**src/rtl/alu.sv**
```systemverilog
// alu: registered WIDTH-bit ALU with 3-bit op select and {CF,ZF,OF,SF} flags
module alu #(
  parameter int WIDTH = 6
) (
  input  logic             clk,
  input  logic             rst_n,
  input  logic [2:0]       s,
  input  logic [WIDTH-1:0] a,
  input  logic [WIDTH-1:0] b,
  output logic [WIDTH-1:0] y,
  output logic [3:0]       f
);
  logic [WIDTH:0]   sum, diff;
  logic [WIDTH-1:0] r;
  logic             cf, of, ov_add, ov_sub, lt;
  assign sum    = {1'b0, a} + {1'b0, b};
  assign diff   = {1'b0, a} - {1'b0, b};
  assign ov_add = (a[WIDTH-1] == b[WIDTH-1]) && (sum[WIDTH-1] != a[WIDTH-1]);
  assign ov_sub = (a[WIDTH-1] != b[WIDTH-1]) && (diff[WIDTH-1] != a[WIDTH-1]);
  // signed less-than must correct the difference sign for overflow
  assign lt     = diff[WIDTH-1] ^ ov_sub;
  always_comb begin
    r  = '0;
    cf = 1'b0;
    of = 1'b0;
    case (s)
      3'b000: begin
        r  = sum[WIDTH-1:0];
        cf = sum[WIDTH];
        of = ov_add;
      end
      3'b001: begin
        r  = diff[WIDTH-1:0];
        cf = diff[WIDTH];
        of = ov_sub;
      end
      3'b010: r = a & b;
      3'b011: r = a | b;
      3'b100: r = ~a;
      3'b101: r = a ^ b;
      3'b110: r = ~(a | b);
      default: r = {{(WIDTH-1){1'b0}}, lt};
    endcase
  end
  always_ff @(posedge clk) begin
    if (!rst_n) begin
      y <= '0;
      f <= 4'b0000;
    end else begin
      y <= r;
      f <= {cf, r == '0, of, r[WIDTH-1]};
    end
  end
endmodule

```
**config.mk**
```make
export PLATFORM = sky130hd
export DESIGN_NAME = alu
export DESIGN_NICKNAME = d
export VERILOG_FILES = /design/src/rtl/alu.sv
export SDC_FILE = /design/constraint.sdc
export NUM_CORES = 1
export LEC_CHECK = 0
export CORE_MARGIN = 2
export CORE_UTILIZATION = 40
export CTS_CLUSTER_SIZE = 8
export DETAILED_ROUTE_END_ITERATION = 10
export GPL_TIMING_DRIVEN = 1
export HOLD_SLACK_MARGIN = 0.1
export PLACE_DENSITY = 0.67
export SETUP_SLACK_MARGIN = 0.3
export SLEW_MARGIN = 10
export SYNTH_ARGS = -nofsm -noshare
export SYNTH_HDL_FRONTEND = slang
export SYNTH_SLANG_ARGS = --single-unit
```
**constraint.sdc**
```tcl
create_clock -name clk -period 3.5 [get_ports clk]
set_input_delay 0.7 -clock clk [delete_from_list [all_inputs] [get_ports clk]]
set_output_delay 0.7 -clock clk [all_outputs]
set_load 0.05 [all_outputs]
```
Word-level counts from Yosys, hierarchy flattened
Index checks and enable logic that the tools add are counted.
{"block": "classes", "n_eq_ne": 10, "n_lt_le_gt_ge": 0, "mul": 0, "reduce_logical": 4, "n_mux": 3, "shifts": 0, "n_div": 0, "bitwise_logic": 6, "add_sub_neg": 2}
{"operator": "6-bit one-hot mux with 7 select lines", "n": 1}
{"operator": "6-bit NOT", "n": 2}
{"operator": "3-bit == test (second input constant)", "n": 3}
{"operator": "6-bit by 6-bit adder with 7-bit output", "n": 1}
{"operator": "6-bit by 6-bit subtractor with 7-bit output", "n": 1}
{"operator": "6-bit AND", "n": 1}
{"operator": "3-bit by 2-bit == test with 1-bit output (second input constant)", "n": 2}
{"operator": "6-bit zero test", "n": 1}
{"operator": "6-bit bitwise OR", "n": 1}
{"operator": "6-bit bitwise XOR", "n": 1}
{"operator": "1-bit one-hot mux with 2 select lines", "n": 2}
{"operator": "3-bit by 1-bit == test with 1-bit output (second input constant)", "n": 1}
{"operator": "3-bit zero test", "n": 1}
{"operator": "1-bit != test", "n": 3}
{"operator": "1-bit logical AND", "n": 2}
{"operator": "1-bit == test", "n": 1}
{"operator": "1-bit bitwise XOR", "n": 1}
{"block": "word_totals", "output_inout_bits": 10, "romBits": 0, "reg_bits": 10, "wordCells": 27, "latchBits": 0, "memories": 0, "ram_bits": 0, "input_bits": 17}

Longest topological paths before layout
Gate-level depths: netlist of the first run.
{"block": "depth", "depth_word": 6, "mapped_depth": 13, "ltp_nobuf": 13}

Least setup slack after synthesis of the first run
No wires, ideal clock.
{"block": "synth_path", "path_kind": "input to register", "startpoint": "input port a[1]", "endpoint": "register f[2]", "path_slack_ns": 0.757, "stages": 12, "arrival_time_ns": 2.656, "path_cell_list": "inv_1 -> ha_1 -> o21bai_1 -> a21oi_1 -> nor2_1 -> nor2_1 -> o21bai_1 -> fa_1 -> mux2i_1 -> o221ai_1 -> o31a_1 -> nor4_2"}
{"block": "synth_via", "elab_chain_cells": 6}
{"element": "start, declared", "line": "8", "text": "input logic [WIDTH-1:0] a,"}
{"element": "6-bit by 6-bit subtractor with 7-bit output", "line": "17", "text": "assign diff = {1'b0, a} - {1'b0, b};"}
{"element": "1-bit != test", "line": "19", "text": "assign ov_sub = (a[WIDTH-1] != b[WIDTH-1]) && (diff[WIDTH-1] != a[WIDTH-1]);"}
{"element": "1-bit logical AND", "line": "19"}
{"element": "1-bit bitwise XOR", "line": "21", "text": "assign lt = diff[WIDTH-1] ^ ov_sub;"}
{"element": "6-bit one-hot mux with 7 select lines *", "line": "26", "text": "case (s)"}
{"element": "6-bit zero test *", "line": "51", "text": "f <= {cf, r == '0, of, r[WIDTH-1]};"}
{"element": "end signal, assigned", "line": "51"}
{"element": "end, declared", "line": "11", "text": "output logic [3:0] f"}
Every way passes the cells marked *; elsewhere a longest branch is shown, timed or not.
A chain may end at the register's enable or synchronous reset.

Final worst setup path of the first run
{"block": "layout_path", "startpoint": "input port b[2]", "endpoint": "register f[0]"}
{"block": "layout_via", "elab_chain_cells": 2}
{"element": "start, declared", "line": "9", "text": "input logic [WIDTH-1:0] b,"}
{"element": "6-bit by 6-bit subtractor with 7-bit output / 6-bit by 6-bit adder with 7-bit output (equally long branches)", "line": "17, 16"}
{"element": "6-bit one-hot mux with 7 select lines *", "line": "26"}
Marks and branches as above.

==> impl_results.rst, run 1 <==
.. list-table::
   :header-rows: 1

   * - Metric
     - Value
   * - Status
     - finished clean
   * - Top_reg_cell synth
     - sky130_fd_sc_hd__dfxtp_1
   * - Hold wc startpoint
     - a[0]
   * - Worst Hold Depth
     - 4
   * - Pin count of the biggest net entering global routing
     - 18
   * - Fraction of registers with async set/reset
     - 0%
   * - Vias
     - roughly 1200
   * - Crit path from
     - b[2]
   * - Transition time of the tightest slew-check pin
     - around 750 ps
   * - Part of the cycle the worst path needs
     - a little under nine tenths
   * - Max Cap Violations
     - 0
   * - Number of synthesized register bits
     - 9
   * - Delay of the slowest critical-path stage
     - 590 ps
   * - Cells after synthesis
     - between 150 and 200
   * - Drt pass-1 iters
     - 4
   * - Average vias per placed instance
     - 5.29
   * - Count of placed standard cells including taps
     - between 200 and 250
   * - Area growth from synthesis to layout
     - 26.7%
   * - Max Fclk
     - about 330 MHz
   * - Initial antenna violation count
     - 0
   * - Horizontal die dimension
     - roughly 61 um
   * - Worst hold path class
     - in -> reg
   * - Starting density of the core
     - 42.4%
   * - Fraction of the yosys area taken by sequential cells
     - ~14%
   * - Die span in y
     - 61.4 um
   * - Detailed placer's ending HPWL
     - 2320 um
   * - Element type at the critical path end
     - flop
   * - Yosys cell types
     - between 40 and 50
   * - Critical path start-end classification
     - in -> reg
   * - WL per Instance
     - between 10 and 15 um
   * - Remaining DRCs
     - 0
   * - Share of power burned in the clock network
     - a little under a fifth
   * - Final Critical Period
     - roughly 3000 ps
   * - Final hold violation count
     - 0
   * - Fraction of power spent switching nets
     - between 30% and 40%
   * - Fraction of layout cells with a size suffix above 1
     - between 10% and 20%
   * - Data required time at the worst endpoint
     - 3700 ps
   * - Peak supply drop
     - approximately 86 uV
   * - Leading post-synthesis cells by cell area
     - sky130_fd_sc_hd__ha_1 17%, sky130_fd_sc_hd__dfxtp_1 14%, sky130_fd_sc_hd__mux2i_1 6.1%
   * - Flop pwr share
     - a little over a quarter
   * - Number of buffers inserted by port buffering
     - 26
   * - Aggregate negative setup slack
     - 0 ps
   * - CTS Root Cell
     - sky130_fd_sc_hd__clkbuf_4
   * - H-Tree Level Count
     - 1
   * - Maximum clock insertion buffer count
     - 2
   * - Net switching component of the power
     - 160 uW
   * - Relative slew slack
     - 49.8%
   * - Critical Path Start Type
     - primary input
   * - Number of fillers in the final layout
     - between 300 and 400
   * - Routability congestion estimate from global placement
     - roughly 0.83
   * - Combinational fraction of design power
     - roughly 55%
   * - TritonCTS clock tree
     - done
   * - Highest fanout seen on the critical path
     - 3
   * - Net count after synthesis
     - 194
   * - Count of pins on the block boundary
     - 27
   * - Cell internal power dissipation
     - about 260 uW
   * - Total length of routed wires
     - 2840 um
   * - Unrepaired setup endpoints after global routing
     - no
   * - Cell area after technology mapping
     - 1320 sq um
   * - Ratio of total power to cell area
     - ~250 nW/um^2
   * - Library cell contributing the largest single delay on the critical path
     - sky130_fd_sc_hd__fa_2
   * - Power after layout
     - 416 uW
   * - Count of final setup violators
     - 0
   * - Nets@finish
     - 222
   * - Post-synth EDFFs
     - 0
   * - Global-route wire length before repair
     - 4760 um
   * - Final cell count without fillers
     - 227
   * - Die Area
     - about 3800 sq um
   * - Count of final max-slew check failures
     - 0
   * - Iter 0 DRT Violations
     - 23
   * - Most common cell in the netlist
     - sky130_fd_sc_hd__inv_1
   * - Number of buffers created by CTS
     - 3
   * - Number of antenna repair diodes
     - 0
   * - Cell Chain, Critical Path
     - clkdlybuf4s50_1 -> inv_1 -> ha_1 -> inv_1 -> a21oi_2 -> nor2_1 -> nor2_1 -> o21bai_1 -> fa_2 -> mux2i_1 -> o221ai_1 -> o31a_1 -> and2_1
   * - Total number of yosys warnings
     - 0
   * - Worst path top cell family by delay
     - adder cells
   * - Floorplan row count
     - 20
   * - Cts hold-fix bufs
     - 0
   * - Clock slew seen by the registers of the worst setup and hold paths
     - 50 ps
   * - Critical path buffers and inverters
     - 3
   * - Clock sink count
     - 9
   * - Global-route usage over all layers
     - ~16%
   * - Remaining global-route overflow
     - 0
   * - Average size of a mapped cell
     - ~8.4 sq um
   * - Vias in the first global route
     - roughly 1100
   * - Synth area leader
     - sky130_fd_sc_hd__ha_1
   * - Area fraction of the dominant cell type after synthesis
     - between 10% and 20%
   * - List of most frequent post-synthesis cells
     - 19 x sky130_fd_sc_hd__inv_1, 18 x sky130_fd_sc_hd__ha_1, 9 x sky130_fd_sc_hd__dfxtp_1, 9 x sky130_fd_sc_hd__nor2_1, 8 x sky130_fd_sc_hd__mux2i_1
   * - Critical path arrival
     - between 3000 and 4000 ps
   * - Share of the core filled with cells in the final layout
     - between 50% and 60%
   * - Lkg Pwr
     - between 0.7 and 0.8 nW
   * - Total stage count of the critical path
     - 13
   * - Area of the core
     - slightly above 3000 sq um
   * - ANT nets after route
     - 0
-- placed cells by master, fill, tap and decap left out, types with 2 or more instances in the layout --
cell type,Yosys,routed
sky130_fd_sc_hd__ha_1,18,17
sky130_fd_sc_hd__a221oi_1,2,2
sky130_fd_sc_hd__clkbuf_4,0,3
sky130_fd_sc_hd__or3_1,2,2
sky130_fd_sc_hd__o21bai_1,5,5
sky130_fd_sc_hd__dfxtp_1,9,9
sky130_fd_sc_hd__and2_1,2,2
sky130_fd_sc_hd__buf_4,3,8
sky130_fd_sc_hd__mux4_2,2,2
sky130_fd_sc_hd__a21oi_2,1,2
sky130_fd_sc_hd__a2bb2oi_1,2,2
sky130_fd_sc_hd__a21oi_1,7,6
sky130_fd_sc_hd__nand2b_1,4,4
sky130_fd_sc_hd__a31oi_1,2,2
sky130_fd_sc_hd__clkdlybuf4s50_1,0,22
sky130_fd_sc_hd__o21a_1,2,2
sky130_fd_sc_hd__dlymetal6s2s_1,0,4
sky130_fd_sc_hd__inv_1,19,18
sky130_fd_sc_hd__nor3_1,4,4
sky130_fd_sc_hd__o21ai_0,2,2
sky130_fd_sc_hd__fa_1,3,2
sky130_fd_sc_hd__mux2i_1,8,7
sky130_fd_sc_hd__mux2_2,4,4
sky130_fd_sc_hd__inv_2,1,2
sky130_fd_sc_hd__nor2_1,9,9
sky130_fd_sc_hd__and3_1,3,3
sky130_fd_sc_hd__a21o_1,4,4
sky130_fd_sc_hd__nor3b_1,2,2
sky130_fd_sc_hd__nand3_1,6,6
sky130_fd_sc_hd__nand2_1,3,3
sky130_fd_sc_hd__a211oi_1,5,4
-- layer usage --
metal	track usage [%]	vias to the layer above	share of wire (%)
li1	-	604	-
met1	22.0	560	48
met2	27.7	32	47
met3	1.26	5	3.9
met4	6.08	0	1.4
met5	0	-	0
-- power by group through the flow --
stage | registers, mW | logic (mW) | clock network, mW
finish | 0.112 | 0.227 | 0.0767
global route | 0.112 | 0.248 | 0.0851
CTS | 0.112 | 0.220 | 0.0801
detailed placement | 0.114 | 0.219 | 0
global placement | 0.114 | 0.216 | 0
floorplan | 0.141 | 0.130 | 0
-- through the flow --
step | area, sq um | hold slack, ps | setup slack (ps)
after CTS | 1630 | 1080 | 337
after global routing | 1670 | 1060 | 320
after detailed placement | 1610 | 1340 | 61.5
after global placement | 1610 | 1370 | 184
after floorplan | 1320 | 818 | 757
final | 1670 | 1030 | 497
-- worst min-delay path: cells and delay by family --
kind / cells / cell delay [ps]
AND/OR/NAND/NOR: 1 / 180
buffers and inverters: 1 / 120
AO/OA/AOI/OAI: 2 / 240
-- sequential cells by signal, indices dropped and copies added, names as in the netlist --
name,flops
y,5
f,4
-- worst paths after layout --
kind,endpoint
setup / recovery,f[0]
hold / removal,y[0]
-- logic make-up after synthesis --
logic type               count (synthesis)  share of synthesized area, %
AND/OR/NAND/NOR                         42                          17.9
XOR/XNOR                                 2                          1.33
buffers and inverters                   31                          11.6
multiplexers                            14                          12.9
AO/OA/AOI/OAI                           37                          20.9
flip-flops                               9                          13.7
adder cells (fa/ha/maj)                 21                          21.7
-- repair_timing --
item	in CTS	in global routing
resized for setup	0	10
endpoints found under the hold margin	0	0
endpoints found under the setup margin	0	3
buffers inserted	0	1
-- area by class of cell --
type,instances,area (sq um),area share [%]
Clock buffer,4,26.3,1.58
Inverter,20,75.1,4.50
Multi-Input combinational cell,116,1000,60.0
Sequential cell,9,180,10.8
Tap cell,44,55.1,3.30
Timing Repair Buffer,34,330,19.8
Power figures use the tool's default switching activity.
==> inputs of run 2 (changes only) <==
CORE_ASPECT_RATIO = 1.4   (was unset)
==> run 2 against run 1 <==
  * Via count up 1.3%
  * Count of clock-buffer cells in the layout unchanged
  * Largest cell class unchanged
  * Final area up 1.3%
  * Wire length up 11%
  * Non-clock buffer count up 1
  * Global-route usage up 1.6 points
  * Critical endpoint is now f[2]
  * Combinational power up 2%
  * Die area up 0.17%
==> impl_results.rst, run 2 (same netlist as run 1, synthesis figures left out) <==
.. list-table::
   :header-rows: 1

   * - Metric
     - Value
   * - Critical Path Start Type
     - primary input
   * - Number of buffers inserted by port buffering
     - 26
   * - Relative slew slack
     - between 40% and 50%
   * - Global-route wire length before repair
     - approximately 5100 um
   * - Unrepaired setup endpoints after global routing
     - no
   * - Aggregate negative setup slack
     - 0 ps
   * - Delay of the slowest critical-path stage
     - around 450 ps
   * - Clock slew seen by the registers of the worst setup and hold paths
     - ~40 ps
   * - Nets@finish
     - ~220
   * - Total length of routed wires
     - 3140 um
   * - Status
     - finished clean
   * - Worst setup slack after layout
     - about 520 ps
   * - Element type at the critical path end
     - flop
   * - Worst hold path class
     - in -> reg
   * - Max Fclk
     - approximately 340 MHz
   * - Remaining DRCs
     - 0
   * - Starting density of the core
     - 42.1%
   * - Initial antenna violation count
     - 0
   * - Number of buffers created by CTS
     - 3
   * - Ratio of total power to cell area
     - 271 nW/um^2
   * - TritonCTS clock tree
     - done
   * - Count of final setup violators
     - 0
   * - Data required time at the worst endpoint
     - 3640 ps
   * - Commonest cells after routing, fill and taps aside
     - 21 x sky130_fd_sc_hd__clkdlybuf4s50_1, 17 x sky130_fd_sc_hd__inv_1, 17 x sky130_fd_sc_hd__ha_1
   * - Pin count of the biggest net entering global routing
     - 18
   * - Highest fanout seen on the critical path
     - 3
   * - Area of the core
     - 3120 sq um
   * - Final Hold Slack
     - about 1000 ps
   * - Final hold violation count
     - 0
   * - Drt pass-1 iters
     - 4
   * - Library cell contributing the largest single delay on the critical path
     - sky130_fd_sc_hd__clkdlybuf4s50_1
   * - Floorplan row count
     - 24
   * - Detailed placer's ending HPWL
     - ~2600 um
   * - Max Cap Violations
     - 0
   * - Critical path arrival
     - 3120 ps
   * - Peak supply drop
     - 189 uV
   * - Horizontal die dimension
     - between 50 and 60 um
   * - Critical path start-end classification
     - in -> reg
   * - Termination of the worst setup path
     - f[2]
   * - Die Area
     - 3770 sq um
   * - Remaining global-route overflow
     - 0
   * - Pre-CTS setup slack
     - roughly 110 ps
   * - Placed inst area
     - 1610 sq um
   * - Most common library cell in the layout ignoring fill and taps
     - sky130_fd_sc_hd__clkdlybuf4s50_1
   * - Area growth from synthesis to layout
     - 28.3%
   * - Routability congestion estimate from global placement
     - approximately 0.9
   * - WL per Instance
     - 14.1 um
   * - Average vias per placed instance
     - between 5 and 6
   * - Global-route usage over all layers
     - about 18%
   * - H-Tree Level Count
     - 1
   * - Part of the cycle the worst path needs
     - between 80 and 90%
   * - Final Critical Period
     - 2980 ps
   * - Fraction of layout cells with a size suffix above 1
     - between 10% and 20%
   * - CTS Root Cell
     - sky130_fd_sc_hd__clkbuf_8
   * - Hold wc startpoint
     - a[0]
   * - Transition time of the tightest slew-check pin
     - between 700 and 800 ps
   * - Maximum clock insertion buffer count
     - 2
   * - Clock sink count
     - 9
   * - Share of the core filled with cells in the final layout
     - ~54%
   * - Lkg Pwr
     - roughly 0.8 nW
   * - Cell Chain, Critical Path
     - clkdlybuf4s50_1 -> ha_1 -> o21bai_1 -> a21oi_2 -> nor2_1 -> nor2_1 -> o21bai_1 -> fa_1 -> mux2i_1 -> o221ai_1 -> o31a_1 -> nor4_2
   * - Max FFs per register
     - 5
   * - Iter 0 DRT Violations
     - 26
   * - Die span in y
     - just over 70 um
   * - Crit path from
     - b[0]
   * - Vias
     - 1217
   * - Fin area
     - 1690 sq um
   * - Number of antenna repair diodes
     - 0
   * - Count of pins on the block boundary
     - 27
   * - Registers with the most flip-flops
     - y: 5 flops, f: 4 flops
   * - Register ranked first by flip-flop count
     - y
   * - Vias in the first global route
     - approximately 1200
   * - Count of final max-slew check failures
     - 0
   * - ANT nets after route
     - 0
## run 2: cell types whose count changed in the layout (fill, tap and decap cells not counted), sizes merged
cell           previous run  this run
dlymetal6s2s              4         5
buf                       8         9
clkdlybuf4s50            22        21
## run 2: worst max-delay path, delay by kind of cell
kind	cells	cell delay (ps)
AOI/OAI and AO/OA	5	760
adders and majority gates	2	680
muxes	1	140
and+or+nand+nor	3	390
buffers and inverters	1	450
## run 2: through the flow
step	power, mW	cells
finish	0.458	223
global route	0.486	223
detailed placement	0.338	218
floorplan	0.270	156
global placement	0.333	218
CTS	0.455	222
## run 2: metal layers
metal	track usage (%)	up-vias	share of wire [%]
met3	2.29	15	3.5
met2	30.8	33	50
met1	19.4	563	40
li1	-	606	-
met4	13.4	0	5.8
met5	0	-	0
## run 2: layout make-up
class,instances,area (sq um)
fill,305,1430
tap,39,48.8
timing repair buffer,35,340
inverter,20,75.1
clock buffer,4,45.0
multi-input combinational,116,1000
sequential,9,180
## run 2: what timing repair did
| item | CTS | global route |
|---|---|---|
| setup buffers | 0 | 1 |
| hold buffers | 0 | 0 |
| endpoints found under the hold margin | 0 | 0 |
| resized for setup | 0 | 9 |
| endpoints found under the setup margin | 0 | 3 |
## run 2: how the worst min path moves through the flow
stage                end  slack (ps)  depth (start not counted)
global route        y[0]        1090                          4
CTS                 y[0]        1100                          2
detailed placement  y[0]        1330                          2
floorplan           y[0]         820                          1
finish              y[0]        1040                          4
global placement    y[0]        1340                          2
## run 2: power by group
group          leakage (nW)  total, mW  internal, mW  switching, mW
Sequential           0.0742      0.112         0.110        0.00167
Clock                0.0228      0.115        0.0789         0.0360
Combinational         0.720      0.231         0.104          0.128
Total                 0.817      0.458         0.293          0.165
